<file path="config.mk">
export PLATFORM = sky130hd
export DESIGN_NAME = limiter_gain_ctrl
export DESIGN_NICKNAME = d
export VERILOG_FILES = /design/src/rtl/limiter_gain_ctrl.sv
export SDC_FILE = /design/constraint.sdc
export NUM_CORES = 1
export LEC_CHECK = 0
export BUFFER_PORTS_ARGS = -buffer_cell sky130_fd_sc_hd__buf_4
export CAP_MARGIN = 20
export CORE_MARGIN = 8
export CORE_UTILIZATION = 44
export DETAILED_ROUTE_END_ITERATION = 10
export SKIP_CTS_REPAIR_TIMING = 1
export SYNTH_ARGS = -nofsm -noshare
export SYNTH_HDL_FRONTEND = slang
export SYNTH_SLANG_ARGS = --single-unit
</file>
<file path="constraint.sdc">
create_clock -name clock -period 5.9 [get_ports clock]
set_input_delay 0.295 -clock clock [delete_from_list [all_inputs] [get_ports clock]]
set_output_delay 0.295 -clock clock [all_outputs]
set_load 0.03 [all_outputs]
</file>
<file path="src/rtl/limiter_gain_ctrl.sv">
// Limiter gain-envelope controller: THRESH/|x| target via restoring divider,
// attack/hold/release smoothing of a Q1.20 gain. Option: LIMITER_GAIN_CTRL_HOLD_EN.
module limiter_gain_ctrl #(
  parameter int WIDTH         = 32,
  parameter int FRAC          = 20,
  parameter int THRESH        = 524288,
  parameter int HOLD_SAMPLES  = 64,
  parameter int ATTACK_SHIFT  = 2,
  parameter int RELEASE_SHIFT = 8
) (
  input  logic             clock,
  input  logic             reset,
  input  logic             io_in_valid,
  output logic             io_in_ready,
  input  logic [WIDTH-1:0] io_in_value,
  output logic             io_out_valid,
  input  logic             io_out_ready,
  output logic [FRAC:0]    io_out_gain,
  output logic [1:0]       io_mode
);

  localparam int GW = FRAC + 1;
  localparam int DW = 33;
  localparam int CW = $clog2(GW);
  localparam logic [DW-1:0] UNITY = DW'(1) << FRAC;
  localparam logic [DW-1:0] TH = DW'(THRESH);
  localparam logic [WIDTH-1:0] MIN_NEG = {1'b1, {(WIDTH-1){1'b0}}};
  localparam logic [WIDTH-1:0] MAX_POS = {1'b0, {(WIDTH-1){1'b1}}};

  typedef enum logic [1:0] {S_IDLE, S_DIV, S_UPD, S_OUT} state_t;
  typedef enum logic [1:0] {M_IDLE, M_ATTACK, M_HOLD, M_RELEASE} mode_t;

  state_t state, state_nx;
  mode_t  mode;

  logic [GW-1:0] gain;
  logic [GW-1:0] tgt;
  logic [DW-2:0] rem;
  logic [DW-1:0] dvs;
  logic [GW-1:0] nbits;
  logic [CW-1:0] dcnt;

  logic [WIDTH-1:0] x_abs;
  logic             over;
  logic [DW-1:0]    trial;
  logic             ge;
  logic [DW-1:0]    g33, t33;
  logic [DW-1:0]    atk_step, atk_new;
  logic [DW-1:0]    rel_step, rel_new;
  logic             hold_nz;

  always_comb begin
    x_abs = io_in_value;
    if (io_in_value == MIN_NEG)
      x_abs = MAX_POS;
    else if (io_in_value[WIDTH-1])
      x_abs = -io_in_value;
  end

  assign over  = DW'(x_abs) > TH;
  assign trial = {rem, nbits[GW-1]};
  assign ge    = trial >= dvs;

  always_comb begin
    g33 = DW'(gain);
    t33 = DW'(tgt);
    atk_step = (g33 - t33) >> ATTACK_SHIFT;
    if (atk_step == '0) atk_step = DW'(1);
    atk_new = g33 - atk_step;
    if (atk_new < t33) atk_new = t33;
    rel_step = (UNITY - g33) >> RELEASE_SHIFT;
    if (rel_step == '0) rel_step = DW'(1);
    rel_new = g33 + rel_step;
    if (rel_new > UNITY) rel_new = UNITY;
  end

`ifdef LIMITER_GAIN_CTRL_HOLD_EN
  localparam int HCW = $clog2(HOLD_SAMPLES + 1);
  logic [HCW-1:0] hold_cnt;
  assign hold_nz = hold_cnt != '0;

  always_ff @(posedge clock or posedge reset) begin
    if (reset)
      hold_cnt <= '0;
    else if (state == S_UPD) begin
      if (t33 < g33)
        hold_cnt <= HCW'(HOLD_SAMPLES);
      else if (hold_nz)
        hold_cnt <= hold_cnt - 1'b1;
    end
  end
`else
  // A negative hold length is meaningless; this is always false.
  assign hold_nz = HOLD_SAMPLES < 0;
`endif

  always_ff @(posedge clock or posedge reset) begin
    if (reset)
      state <= S_IDLE;
    else
      state <= state_nx;
  end

  always_comb begin
    state_nx     = state;
    io_in_ready  = 1'b0;
    io_out_valid = 1'b0;
    unique case (state)
      S_IDLE: begin
        io_in_ready = 1'b1;
        if (io_in_valid)
          state_nx = over ? S_DIV : S_UPD;
      end
      S_DIV: begin
        if (dcnt == CW'(FRAC))
          state_nx = S_UPD;
      end
      S_UPD: state_nx = S_OUT;
      S_OUT: begin
        io_out_valid = 1'b1;
        if (io_out_ready)
          state_nx = S_IDLE;
      end
      default: state_nx = S_IDLE;
    endcase
  end

  always_ff @(posedge clock or posedge reset) begin
    if (reset) begin
      gain  <= GW'(UNITY);
      mode  <= M_IDLE;
      tgt   <= '0;
      rem   <= '0;
      dvs   <= '0;
      nbits <= '0;
      dcnt  <= '0;
    end else begin
      unique case (state)
        S_IDLE: begin
          if (io_in_valid) begin
            dvs   <= DW'(x_abs);
            // Dividend THRESH<<FRAC: high part preloaded, low FRAC+1 bits shifted in.
            rem   <= (DW-1)'(TH >> 1);
            nbits <= GW'(TH[0]) << FRAC;
            dcnt  <= '0;
            tgt   <= over ? '0 : GW'(UNITY);
          end
        end
        S_DIV: begin
          rem   <= ge ? (DW-1)'(trial - dvs) : (DW-1)'(trial);
          tgt   <= {tgt[GW-2:0], ge};
          nbits <= nbits << 1;
          dcnt  <= dcnt + 1'b1;
        end
        S_UPD: begin
          if (t33 < g33) begin
            gain <= GW'(atk_new);
            mode <= M_ATTACK;
          end else if (hold_nz) begin
            mode <= M_HOLD;
          end else if (g33 < UNITY) begin
            gain <= GW'(rel_new);
            mode <= M_RELEASE;
          end else begin
            mode <= M_IDLE;
          end
        end
        default: ;
      endcase
    end
  end

  assign io_out_gain = gain;
  assign io_mode     = mode;

endmodule

</file>
### After elaboration in Yosys (flattened, before gate mapping)

Cells that the tools add are included.

| storage, ports and cells | value |
|---|---|
| word-level logic and storage cells | 65 |
| output and inout bits | 25 |
| input port bits | 36 |
| bits in registers | 136 |

| cells by class | value |
|---|---|
| $lt $le $gt $ge | 6 |
| reduce and logical (&&, ||, !) cells | 9 |
| muxes and demuxes | 27 |
| $add $sub $neg | 7 |
| equality and inequality tests | 8 |

Operators with widths:

| kind | count |
|---|---|
| $mux 21 | 7 |
| $mux 32 | 4 |
| $pmux 21 s2 | 2 |
| $logic_not 33->1 | 2 |
| $pmux 32 s2 | 1 |
| $ge 33x32->1 | 1 |
| $lt 33x21->1 | 1 |
| $eq 32x32->1 const B | 1 |
| $gt 32x20->1 const B | 1 |
| $neg 32->32 | 1 |
| $sub 21x31->32 | 1 |
| $sub 32x32->32 | 1 |
| $mux 31 | 1 |
| $add 21x25->26 | 1 |
| $gt 26x21->1 const B | 1 |
| $mux 25 | 1 |
| $sub 21x21->22 | 1 |
| $sub 21x21->22 const A | 1 |
| $lt 21x21->1 | 1 |
| $lt 21x21->1 const B | 1 |
| $mux 2 | 6 |
| $pmux 5 s2 | 1 |
| $pmux 2 s4 | 1 |
| $ne 2x2->1 const B | 3 |
| 10 further kinds | 15 |

### Logic depth before layout (Yosys ltp)

Gate-level depths: netlist of run 1.

| logic depth | value |
|---|---|
| depth in word-level cells | 8 |
| depth in mapped cells | 32 |
| gate-level depth less buffers | 30 |

### Worst setup path before layout of run 1

OpenSTA, ideal clock, no wires.

| path | value |
|---|---|
| path kind | register -> register |
| start point | register gain[1] (netlist: io_out_gain[1]) |
| end point | register gain[1] (netlist: io_out_gain[1]) |
| clock period less this slack | 6.720 ns |
| path buffers | 1 |
| arrival time | 6.594 ns |
| data required time | 5.774 ns |
| setup time | 0.126 ns |
| cell stages (with the launch flop) | 31 |
| path slack | -0.820 ns |
| path through | dfrtp_1 -> ha_1 -> nor2b_1 -> o21ai_1 -> a21boi_1 -> o311a_1 -> nor2_1 -> o41ai_1 -> xnor2_1 -> and4b_1 -> nand4_1 -> o31ai_1 -> ha_1 -> inv_1 -> fa_1 -> a211oi_1 -> o21ai_1 -> a22oi_1 -> nor3b_1 -> o21bai_1 -> a21oi_1 -> xnor2_1 -> ha_1 -> a2111oi_0 -> o21ai_0 -> a21oi_1 -> a211oi_1 -> nor4b_2 -> buf_2 -> mux2_1 -> a221o_1 |

| on the way | value |
|---|---|
| cells in the longest elaborated chain, start to end | 8 |
| elaborated cells on any way between the ends | 18 |
| those cells by class | 4 x add/sub; 4 x order compare; 6 x mux; 4 x reduce/logical |

RTL lines:

| element | line | text |
|---|---|---|
| start: declaration | 36 | `logic [GW-1:0] gain;` |
| start signal: assignment | 130 | `gain <= GW'(UNITY);` |
| start signal: assignment | 157 | `gain <= GW'(atk_new);` |
| start signal: assignment | 162 | `gain <= GW'(rel_new);` |
| $sub 21x21->22 | 71 | `rel_step = (UNITY - g33) >> RELEASE_SHIFT;` |
| $logic_not 33->1 | 72 | `if (rel_step == '0) rel_step = DW'(1);` |
| $mux 25 | 72 |  |
| $add 21x25->26 | 73 | `rel_new = g33 + rel_step;` |
| $gt 26x21->1 | 74 | `if (rel_new > UNITY) rel_new = UNITY;` |
| $mux 21 | 74 |  |
| $mux 21 | 161 | `end else if (g33 < UNITY) begin` |
| $mux 21 | 156 | `if (t33 < g33) begin` |

Several ways; a longest one is shown, not always the timed one. The select of a mux whose other input is x is not followed.
A chain may end at the register's enable or synchronous reset.

### Worst setup path after layout of run 1

| path | value |
|---|---|
| start point | register tgt[1] |
| end point | register gain[8] (netlist: io_out_gain[8]) |

| on the way | value |
|---|---|
| cells in the longest elaborated chain, start to end | 7 |
| elaborated cells on any way between the ends | 10 |
| those cells by class | 2 x add/sub; 2 x order compare; 3 x mux; 3 x reduce/logical |

RTL lines:

| element | line | text |
|---|---|---|
| start: declaration | 37 | `logic [GW-1:0] tgt;` |
| start signal: assignment | 146 | `tgt <= over ? '0 : GW'(UNITY);` |
| start signal: assignment | 151 | `tgt <= {tgt[GW-2:0], ge};` |
| $sub 21x21->22 | 67 | `atk_step = (g33 - t33) >> ATTACK_SHIFT;` |
| $logic_not 33->1 | 68 | `if (atk_step == '0) atk_step = DW'(1);` |
| $mux 31 | 68 |  |
| $sub 21x31->32 | 69 | `atk_new = g33 - atk_step;` |
| $lt 33x21->1 | 70 | `if (atk_new < t33) atk_new = t33;` |
| $mux 21 | 70 |  |
| $mux 21 | 156 |  |

Several ways; a longest one is shown, not always the timed one.

==> results of run 1 <==
per-stage QoR:
stage	hold WS, ps	instances	TNS (ps)	utilization
3_5_place_dp	472.0	1873	-15290	0.5273
5_1_grt	107.5	1910	-19170	0.5621
2_1_floorplan	443.2	1370	-5769	-
3_3_place_gp	464.2	1873	-11780	0.5273
4_1_cts	57.79	1905	-16440	0.5526
6_report	36.65	1910	-11900	0.5621
how the worst max path moves through the flow:
| stage | to | slack (ps) |
|---|---|---|
| after floorplan | io_out_gain[1] | -420 |
| after global placement | io_out_gain[8] | -690 |
| after detailed placement | io_out_gain[8] | -870 |
| after CTS | io_out_gain[8] | -920 |
| after global routing | io_out_gain[8] | -1010 |
| final | io_out_gain[8] | -670 |
cells by family after synthesis:
kind of cell / synth area share
AOI/OAI and AO/OA: 0.2566
adders and majority gates: 0.1411
and+or+nand+nor: 0.1649
xor gates and xnor gates: 0.09112
muxes: 0.03994
DFF: 0.2560
buffers and inverters: 0.05040
registers in the layout, indices dropped and copies added (netlist names):
name / flops
io_out_gain: 21
tgt: 21
dvs: 32
state: 2
io_mode: 2
dcnt: 5
rem: 32
cell usage after synthesis (4+ instances only):
master / n / area [µm²]
o41ai_1: 6 / 52.55
nor4_1: 9 / 56.30
nand3b_1: 4 / 30.03
or3_1: 12 / 75.07
clkbuf_1: 40 / 150.1
inv_1: 96 / 360.4
o31ai_1: 13 / 97.59
nor2b_1: 12 / 75.07
a21o_1: 37 / 277.8
xnor2_1: 80 / 700.7
nor2_1: 66 / 247.7
dfrtp_1: 114 / 2853
a2111oi_0: 6 / 52.55
a22oi_1: 20 / 150.1
nand2_1: 116 / 435.4
o21ai_0: 88 / 440.4
ha_1: 122 / 1526
and2_1: 8 / 50.05
and4_1: 4 / 35.03
o2111ai_1: 4 / 35.03
a221o_1: 5 / 50.05
or4_1: 7 / 52.55
a211oi_1: 13 / 97.59
nand2b_1: 18 / 112.6
nor3_1: 47 / 235.2
mux2i_1: 37 / 370.4
nand3_1: 15 / 75.07
and3_1: 7 / 43.79
nor3b_1: 7 / 52.55
nand4_1: 16 / 100.1
mux2_2: 5 / 56.30
o21a_1: 17 / 127.6
o22ai_1: 22 / 137.6
o21ai_1: 49 / 245.2
a31oi_1: 12 / 75.07
o21bai_1: 15 / 112.6
buf_2: 6 / 30.03
xor2_1: 37 / 324.1
a21oi_1: 107 / 535.5
o211ai_1: 9 / 67.56
routing by layer:
metal,wire length (µm),vias up,GRT usage,share of wire
li1,-,5417,-,-
met1,14920,5081,0.2613,0.46
met2,15760,200,0.3649,0.49
met3,1058,31,0.02813,0.033
met4,541,0,0.06182,0.017
met5,0,-,0,0
layout make-up:
type	count	area share
Clock buffer	20	0.03236
Inverter	97	0.02598
Tap cell	330	0.02926
Clock inverter	12	0.01277
Sequential cell	115	0.2044
Multi-Input combinational cell	1110	0.5745
Timing Repair Buffer	226	0.1207
==> qor.yml, run 1 <==
rr_worst_depth: 32
cp_data_arrival_time_ps: 6870
first_pass_iters: 5
dr_total_vias: 10730
synth.distinct_cells: 78
final_common_cell: "buf_4"
crit_type: "reg -> reg"
start_kind: "flop"
viasPerCell: 5.617
critPathMaxFanout: 6
cts.sinks: 115
relSlewSlack: 0.4808
cp_num_cells: 32
netlist_instances: 1370
area_growth_pct: 25.50
postLayoutCellArea_um2: 14110
cts_tree: "yes"
grt_max_degree: 68
drt_wl_total_um: 32280
violations: "negative setup slack"
multi_input_area_um2: 8108
cts_max_level: 4
ys_seq_area_frac: 0.2560
drive_gt1_frac: 0.2070
grt_pass1_vias: 10690
outcome: "complete, but fails checks"
antenna_cells: 0
syn-num-nets: 1531
setup_viol: 21
r2r-start: "tgt[1]"
fin_skew_ps: 12.68
yosysWarnings: 0
setup_ws_ps: -673.3
path_buf_inv: 4
synth-seq-cells: 115
grt_use_total: 0.2082
synth_area_um2: 11250
io_buffers: 60
ios: 61
cpMaxStageDelayCell: "dfrtp_1"
most-common-layout-cells: "224 x buf_4, 117 x ha_1, 114 x nand2_1"
regToRegSetupSlack_ps: -670
rsz0062_at_grt: "true"
core_area_um2: 25110
clockRootBuffer: "clkbuf_16"
die_x_um: 175.9
grt-ovfl-total: 0
fp.dieH_um: 175.9
insertion_delay_ps: 420
drv_slew: 0
nets: 1728
hold_viol_final: 0
dp_slack_ps: -874.8
drt_iter0_drc: 475
hold_path.class: "in -> async"
cts-buffers-inserted: 17
drc: 0
async_flop_share: 1.000
startpoint: "tgt[1]"
antenna_found_initial: 0
fin_crit_ps: 6573
end_kind: "flop"
crit_family: "compound AO/OA/AOI/OAI gates"
grt_pass1_wl_um: 53020
nFillCells: 2366
path_clk_slew_ps: 60
cts_max_path_buffers: 2
fp.dieArea_um2: 30930
wl_per_cell_um: 16.90
row_count: 58
start_util: 0.4479
tightest_slew_ps: 778.9
cp_slowest_stage_delay_ps: 390
cap_violations: 0
dpl_cell_area_um2: 13240
post-route-period-util: 1.114
r2r-end: "io_out_gain[8]"
ys.flop_type: "dfrtp_1"
seq_area_um2: 2885
avgSynthCellArea_um2: 8.209
synth_edf_count: 0
antenna_left: 0
crit_required_ps: 6200
fmax_mhz: 152.1
gp_congestion: 0.9050
dp_hpwl_um: 24880
Power of run 1 is left out: the tool's default activity adds up to more than one toggle a clock period on the data nets, which glitch-free logic cannot reach.
==> run 2, diff against run 1 <==
--- a/config.mk
+++ b/config.mk
@@ -10,7 +10,9 @@
 export CORE_MARGIN = 8
 export CORE_UTILIZATION = 44
 export DETAILED_ROUTE_END_ITERATION = 10
+export PLACE_DENSITY = 0.59
 export SKIP_CTS_REPAIR_TIMING = 1
+export SLEW_MARGIN = 20
 export SYNTH_ARGS = -nofsm -noshare
 export SYNTH_HDL_FRONTEND = slang
 export SYNTH_SLANG_ARGS = --single-unit
==> run 2 against run 1 <==
The run ends with negative hold slack, negative setup slack left. Register-to-register slack improved by 160 ps. Worst hold slack got worse by 73 ps. Count of clock-buffer cells in the layout rose by 3. First-iteration DRC count rose by 1.3%. Sequential share of layout area rose by 0.18 points. Cell area fell by 0.85%. Critical path depth fell by 2. Sequential cell count did not move. Critical endpoint unchanged.
==> qor.yml, run 2 (synthesis gave the netlist of run 1 again) <==
outcome: "complete, but fails checks"
violations: "negative hold slack, negative setup slack"
fp.dieH_um: 175.9
drv_slew: 0
cts_max_level: 4
nets: 1725
final_common_cell: "buf_4"
rsz0062_at_grt: "true"
path_buf_inv: 3
drt_wl_total_um: 32070
antenna_found_initial: 0
crit_required_ps: 6190
antenna_cells: 0
area_growth_pct: 24.43
critPathMaxFanout: 5
grt_max_degree: 71
cts_max_path_buffers: 2
cp_slowest_stage_delay_ps: 390
gp_congestion: 0.8972
clockRootBuffer: "clkbuf_16"
grt-ovfl-total: 0
fp.dieArea_um2: 30930
regToRegSetupSlack_ps: -510
whs_ps: -36.70
most-common-layout-cells: "221 x buf_4, 119 x ha_1, 114 x nand2_1"
die_x_um: 175.9
grt_use_total: 0.2095
dpl_cell_area_um2: 13220
tightest_slew_ps: 895.8
cts_tree: "yes"
relSlewSlack: 0.4028
cp_data_arrival_time_ps: 6700
ios: 61
postLayoutCellArea_um2: 13990
setup_viol: 21
path_clk_slew_ps: 60
row_count: 58
first_pass_iters: 5
start_kind: "flop"
io_buffers: 60
hold_viol_final: 44
drc: 0
fin_skew_ps: 14.73
largestRegisters: "dvs (32), rem (32)"
start_util: 0.4479
crit_type: "reg -> reg"
fin_crit_ps: 6409
drt_iter0_drc: 481
wl_per_cell_um: 16.82
dr_total_vias: 10650
cts-buffers-inserted: 17
cap_violations: 0
antenna_left: 0
dp_slack_ps: -873.3
fmax_mhz: 156.0
grt_pass1_vias: 10740
core_area_um2: 25110
insertion_delay_ps: 420
post-route-period-util: 1.086
end_kind: "flop"
drive_gt1_frac: 0.1991
setup_ws_ps: -508.9
cts.sinks: 115
grt_pass1_wl_um: 53430
dp_hpwl_um: 24900
utilization: 0.5573
viasPerCell: 5.584
cpMaxStageDelayCell: "dfrtp_1"
hold_path.class: "in -> async"
crit_family: "compound AO/OA/AOI/OAI gates"
[run 2: per-layer routing]
layer	up-vias	global-route usage	part of all wire
met4	0	0.06182	0.020
met1	4988	0.2656	0.46
met2	195	0.3653	0.48
met5	-	0	0
met3	44	0.02641	0.034
li1	5421	-	-
[run 2: final timing paths]
kind / startpoint / endpoint / cells after the start
setup / recovery: tgt[1] / io_out_gain[8] / 30
hold / removal: reset / tgt[5] / 2
setup reg to reg: tgt[1] / io_out_gain[8] / 30
hold reg to reg: dvs[22] / dvs[22] / 2
max in group asynchronous: reset / io_out_gain[10] / 3
min in group clock: io_in_value[0] / dvs[0] / 3
[run 2: layout make-up]
cell class | count | area (µm²)
clock buffers | 23 | 467.9
clock inverters | 9 | 152.6
well taps | 330 | 412.9
fillers | 2351 | 11120
repair buffers | 223 | 1685
inverters | 97 | 366.6
flip-flops and latches | 115 | 2885
multi-input cells | 1110 | 8023
[run 2: worst register-to-register path: cells and delay by family, from the launching register on]
kind                     cells  cell delay, ps
AO/OA/AOI/OAI               16            3160
adder cells (fa/ha/maj)      4            1060
AND/OR/NAND/NOR              5             850
flip-flops                   1             390
multiplexers                 1             340
buffers and inverters        3             310
XOR/XNOR                     1             200
[run 2: stage by stage]
stage          hold slack [ps]  setup TNS (ps)  cells
2_1_floorplan            443.2           -5769   1370
3_3_place_gp             426.7          -12080   1870
3_5_place_dp             432.5          -15850   1870
4_1_cts                 -12.63          -16230   1902
5_1_grt                  6.104          -15400   1907
6_report                -36.70           -7508   1907
Power of run 2 is left out for the same reason.
